[src/rtl/ram.sv]
// Single-port synchronous RAM with registered read data and write-through.
// Asynchronous active-low reset clears both the storage array and the output register.
module ram #(
  parameter int DATA_WIDTH = 4,
  parameter int ADDR_WIDTH = 4,
  parameter int DEPTH      = 2 ** ADDR_WIDTH
) (
  input  logic                  clk,
  input  logic                  rst_n,
  input  logic                  write_enable,
  input  logic [ADDR_WIDTH-1:0] address,
  input  logic [DATA_WIDTH-1:0] data_in,
  output logic [DATA_WIDTH-1:0] data_out
);

  logic [DATA_WIDTH-1:0] mem_q [DEPTH];
  logic [DATA_WIDTH-1:0] data_q;
  logic [DATA_WIDTH-1:0] data_d;

  // A write cycle presents the incoming word instead of the stale stored one.
  always_comb begin
    data_d = mem_q[address];
    if (write_enable) begin
      data_d = data_in;
    end
  end

  always_ff @(posedge clk or negedge rst_n) begin
    if (!rst_n) begin
      for (int i = 0; i < DEPTH; i++) begin
        mem_q[i] <= '0;
      end
      data_q <= '0;
    end else begin
      if (write_enable) begin
        mem_q[address] <= data_in;
      end
      data_q <= data_d;
    end
  end

  assign data_out = data_q;

endmodule

[config.mk]
export PLATFORM = sky130hd
export DESIGN_NAME = ram
export DESIGN_NICKNAME = d
export VERILOG_FILES = /design/src/rtl/ram.sv
export SDC_FILE = /design/constraint.sdc
export NUM_CORES = 1
export LEC_CHECK = 0
export ABC_AREA = 1
export CORE_AREA = 2 2 88 90
export CTS_CLUSTER_DIAMETER = 60
export CTS_CLUSTER_SIZE = 8
export DETAILED_ROUTE_END_ITERATION = 8
export DIE_AREA = 0 0 90 92
export HOLD_SLACK_MARGIN = 0.12
export PLACE_DENSITY = 0.7
export SYNTH_ARGS = -nofsm -noshare
export SYNTH_HDL_FRONTEND = slang
export SYNTH_SLANG_ARGS = --single-unit
[constraint.sdc]
create_clock -name clk -period 0.85 [get_ports clk]
set_input_delay 0.17 -clock clk [delete_from_list [all_inputs] [get_ports clk]]
set_output_delay 0.17 -clock clk [all_outputs]
set_load 0.02 [all_outputs]
[After elaboration in Yosys (flattened, before gate mapping)]
Cells that the tools add are included.
Storage, ports and cells
  latch bits: 0
  bits of input ports: 11
  ROM bits: 0
  memory bits (writable): 0
  register bits: 68
  memories kept: 0
Operators by class
  bitwise gates (word level): 1
  divide/modulo/power cells: 0
  shift operators: 0
  add/sub/neg operators: 0
  eq/ne operators: 0
  multiplexer cells: 7
  $lt $le $gt $ge: 2
  $mul: 0
  reductions and logical operators: 1
Operators by type and width (number)
  64-bit bitwise mux: 1
  4-bit binary-select mux with 4-bit select: 1
  4-bit demux with 4-bit select: 1
  4-bit two-way mux: 4
  5-bit greater-or-equal comparator, second input constant: 1
  5-bit by 1-bit < comparator with 1-bit output, second input constant: 1
  4-bit inverter with 5-bit output: 1
  1-bit logical AND: 1

[Depth between registers and ports, before layout]
  depth after elaboration: 6
  depth in mapped cells: 11
  mapped depth without buffers: 9

[Worst setup path after synthesis]
OpenSTA, ideal clock, no wires.
  path type: input to register
  from: input address[0]
  to: register mem_q[49] in the netlist's numbering
  required time: 0.715 ns
  stages: 7
  arrival time: 0.929 ns
  setup slack: -0.214 ns
  buffers on the path: 2
  path through: buf_4 inv_2 buf_6 nor3_4 nand2_1 nand2_1 o21ai_0
Between the ends
  cells in the longest elaborated chain, start to end: 6
  elaborated cells between the ends (all ways): 7
  those cells by class: order compare (2); mux (3); bitwise (1); reduce/logical (1)
RTL lines
  start, declared: RTL line 11  | input logic [ADDR_WIDTH-1:0] address,
  4-bit inverter with 5-bit output (not written as such) *: RTL line 36  | mem_q[address] <= data_in;
  5-bit greater-or-equal comparator (not written as such) or 5-bit by 1-bit < comparator with 1-bit output (tied branches): RTL line 36
  1-bit logical AND (not written as such): RTL line 36
  4-bit two-way mux (not written as such): RTL line 36
  4-bit demux with 4-bit select *: RTL line 36
  64-bit bitwise mux *: RTL line 36
  end signal, assigned by index: RTL line 36
  end, declared: RTL line 16  | logic [DATA_WIDTH-1:0] mem_q [DEPTH];
Mark *: on every way between the ends. The rest lies on a longest branch, timed or not.
A chain may end at the register's enable or synchronous reset.

[Worst setup path in the final report]
  from: register mem_q[51] in the netlist's numbering
  to: register data_q[3], in the netlist data_out[3]
Between the ends
  cells in the longest elaborated chain, start to end: 4
RTL lines
  4-bit binary-select mux with 4-bit select: RTL line 22  | data_d = mem_q[address];
  4-bit two-way mux (not written as such) (2 in a row): RTL line 22
  4-bit two-way mux: RTL line 23  | if (write_enable) begin
  named net data_d[3]: RTL line 18  | logic [DATA_WIDTH-1:0] data_d;
  end signal, assigned: RTL line 38  | data_q <= data_d;
  end, declared: RTL line 17  | logic [DATA_WIDTH-1:0] data_q;
The timed path passes the listed nets, and every way through them passes these cells. The select of a mux whose other input is x is not followed.

==> flow_summary_export.csv <==
group,metric,value,unit
yosys,netlist_instances,414,
grt,globalRouteMet2Util,34.1,%
routing,vias_per_cell,5.16,
power,p_total,9.26,mW
grt,top_usage_layer,"met2",
yosys,synth.area.top_cells,"dfrtp_1, nand2_1, o21ai_0, nor2_1, a21oi_1",
routing,wl_per_cell,14.6,um
floorplanning,coreArea,7450,sq um
yosys,synth.avg_cell_area,7.79,sq um
clock_network,cts_tree,"done",
timing,hold_viol,0,
worst_hold_path,hold_class,"input port to async pin",
yosys,seq_area_frac_synth,52.8,%
timing,fmax,0.908,GHz
placed_design,dpl-instance-area,3710,sq um
timing,finalCriticalPeriod,1100,ps
power,power_density,2080,nW/um^2
timing,fin_tns_setup,-5950,ps
worst_setup_path,worstSetupEndpointType,"flop",
grt,grt_pass1_wl,13500,um
clock_network,cts.clk_slew.worst_paths,70,ps
worst_setup_path,worst-setup-path-type,"flop to flop",
finish,stdcell_area,4450,sq um
timing,grt_setup_unrepaired,"true",
worst_setup_path,r2r_slack,-250,ps
power,ir_drop,0.883,mV
worst_setup_path,worstPathArrival,1340,ps
routing,first_pass_iters,5,
finish,fillers,599,
placed_design,hpwl,5260,um
run,cap_violations,0,
timing,finalSetupViolations,65,
timing,relSlewSlack,77.1,%
worst_setup_path,path_max_fanout,2,
clock_network,cts_max_path_buffers,2,
yosys,synth-seq-cells,68,
grt,grt_use_total,20.8,%
timing,worstMarginPinSlew,343,ps
floorplanning,die_w,90,um
placed_design,pre_cts_ws,-894,ps
finish,area_growth,38.0,%
finish,n_antenna_cell,0,
finish,fin_nets,481,
finish,post-route-util,59.7,%
routing,drt_iter0_drc,152,
power,p_leak,2.15,nW
yosys,synth_top_cell_area_share,52.8,%
placed_design,io_buffers,14,
yosys,syn_area,3220,sq um
yosys,synth_top_area_cell,"dfrtp_1",
timing,timing.final.crit_share,130,%
yosys,ys_types,16,
clock_network,root_buffer,"clkbuf_8",
yosys,syn-num-nets,425,
timing,setup_slack,-252,ps
grt,grt_max_degree,34,
grt,met1_usage,27.3,%
floorplanning,floorplan.initialDensity,43.3,%
grt,grt_overflow,0,
worst_setup_path,cp_data_required_time,1090,ps
routing,routed_wl,8450,um
floorplanning,fp.dieH,92,um
routing,ant_nets,0,
yosys,synth_warnings,0,
clock_network,clkLatencyLatePin,350,ps
timing,clock_skew,8.12,ps
status,violations,"negative setup slack",
worst_setup_path,critPathLaunchType,"flop",
grt,use_met3,5.01,%
status,status,"finished with violations",
floorplanning,die_area,8280,sq um
clock_network,cts.sinks,68,
timing,slew_viol_final,0,
grt,grt_pass1_vias,2748,
finish,final_common_cell,"nand2_1",
finish,drive_gt1_share,31.2,%
floorplanning,io-pin-count,15,
routing,drt_drc_violations_left,0,
routing,vias,2976,
clock_network,cts_buffers,9,
placed_design,gp_congestion,0.855,
grt,antenna_found_initial,0,
finish,final_cell_mix,"nand2_1, dfrtp_1, buf_4, nor2_1",
clock_network,htreeDepth,3,
floorplanning,fp-row-count,32,
-- worst max-delay path, cell delays in order (launching register included) --
cell	delay, ps
dfrtp_1	420
nand2_1	80
nand2_1	50
nand2_1	60
nand2_1	50
nand2_1	60
nand3_2	70
nor2_2	140
nor2_1	60
-- report_power, final --
part	internal, mW	total, mW	switching, mW
sequential	3.92	4.38	0.456
combinational	1.04	2.18	1.14
clock	1.51	2.70	1.20
total	6.47	9.26	2.79
-- registers in the layout, summed over array words and instances (netlist names) --
signal / count
data_out: 4
mem_q: 64
-- cells in the mapped netlist --
cell	count
nand2_1	181
dfrtp_1	68
o21ai_0	40
nor2_1	39
a21oi_1	24
nand3_1	20
inv_1	9
clkbuf_1	6
nor2_4	6
buf_2	5
inv_2	4
nand4_1	4
buf_4	3
buf_6	2
nor3_4	2
nor3_2	1
-- area by class of cell --
type | count | area [sq um] | area share (%)
Clock buffer | 12 | 155 | 3.49
Clock inverter | 4 | 47.5 | 1.07
Inverter | 13 | 60.1 | 1.35
Multi-Input combinational cell | 317 | 1660 | 37.4
Sequential cell | 68 | 1700 | 38.3
Tap cell | 102 | 128 | 2.87
Timing Repair Buffer | 61 | 694 | 15.6
-- final timing paths --
check / end / depth (start not counted) / startpoint
setup reg to reg: data_out[3]$_DFF_PN0_ / 8 / mem_q[51]$_DFFE_PN0P_
setup / recovery: data_out[3]$_DFF_PN0_ / 8 / mem_q[51]$_DFFE_PN0P_
min in group clk: mem_q[22]$_DFFE_PN0P_ / 6 / address[2]
hold / removal: mem_q[50]$_DFFE_PN0P_ / 2 / rst_n
hold reg to reg: mem_q[1]$_DFFE_PN0P_ / 2 / mem_q[1]$_DFFE_PN0P_
max in group asynchronous: mem_q[37]$_DFFE_PN0P_ / 3 / rst_n
-- metal layers --
layer	part of all wire, %	vias to the layer above	wire (um)
met4	2.3	0	195
met1	43	1427	3610
li1	-	1440	-
met2	50	90	4210
met3	5.1	19	431
met5	0	-	0
-- what timing repair did --
| action | in CTS | in global routing |
|---|---|---|
| endpoints found under the hold margin | 68 | 0 |
| setup endpoints to repair | 72 | 72 |
| setup buffers | 8 | 11 |
| gates cloned | 1 | 0 |
| resized for setup | 65 | 84 |
| pin swaps | 15 | 24 |
| hold buffers | 1 | 0 |
-- kinds of logic after synthesis --
| kind of cell | synth area share (%) |
|---|---|
| AND/OR/NAND/NOR | 32.9 |
| flip-flops | 52.8 |
| AO/OA/AOI/OAI | 9.93 |
| buffers and inverters | 4.38 |
-- per-stage QoR --
step | hold slack (ps) | instances
6_report | 223 | 577
5_1_grt | 242 | 577
2_1_floorplan | -126 | 414
4_1_cts | 222 | 567
3_3_place_gp | 59.5 | 541
3_5_place_dp | 58.5 | 541
Power figures use the tool's default switching activity.
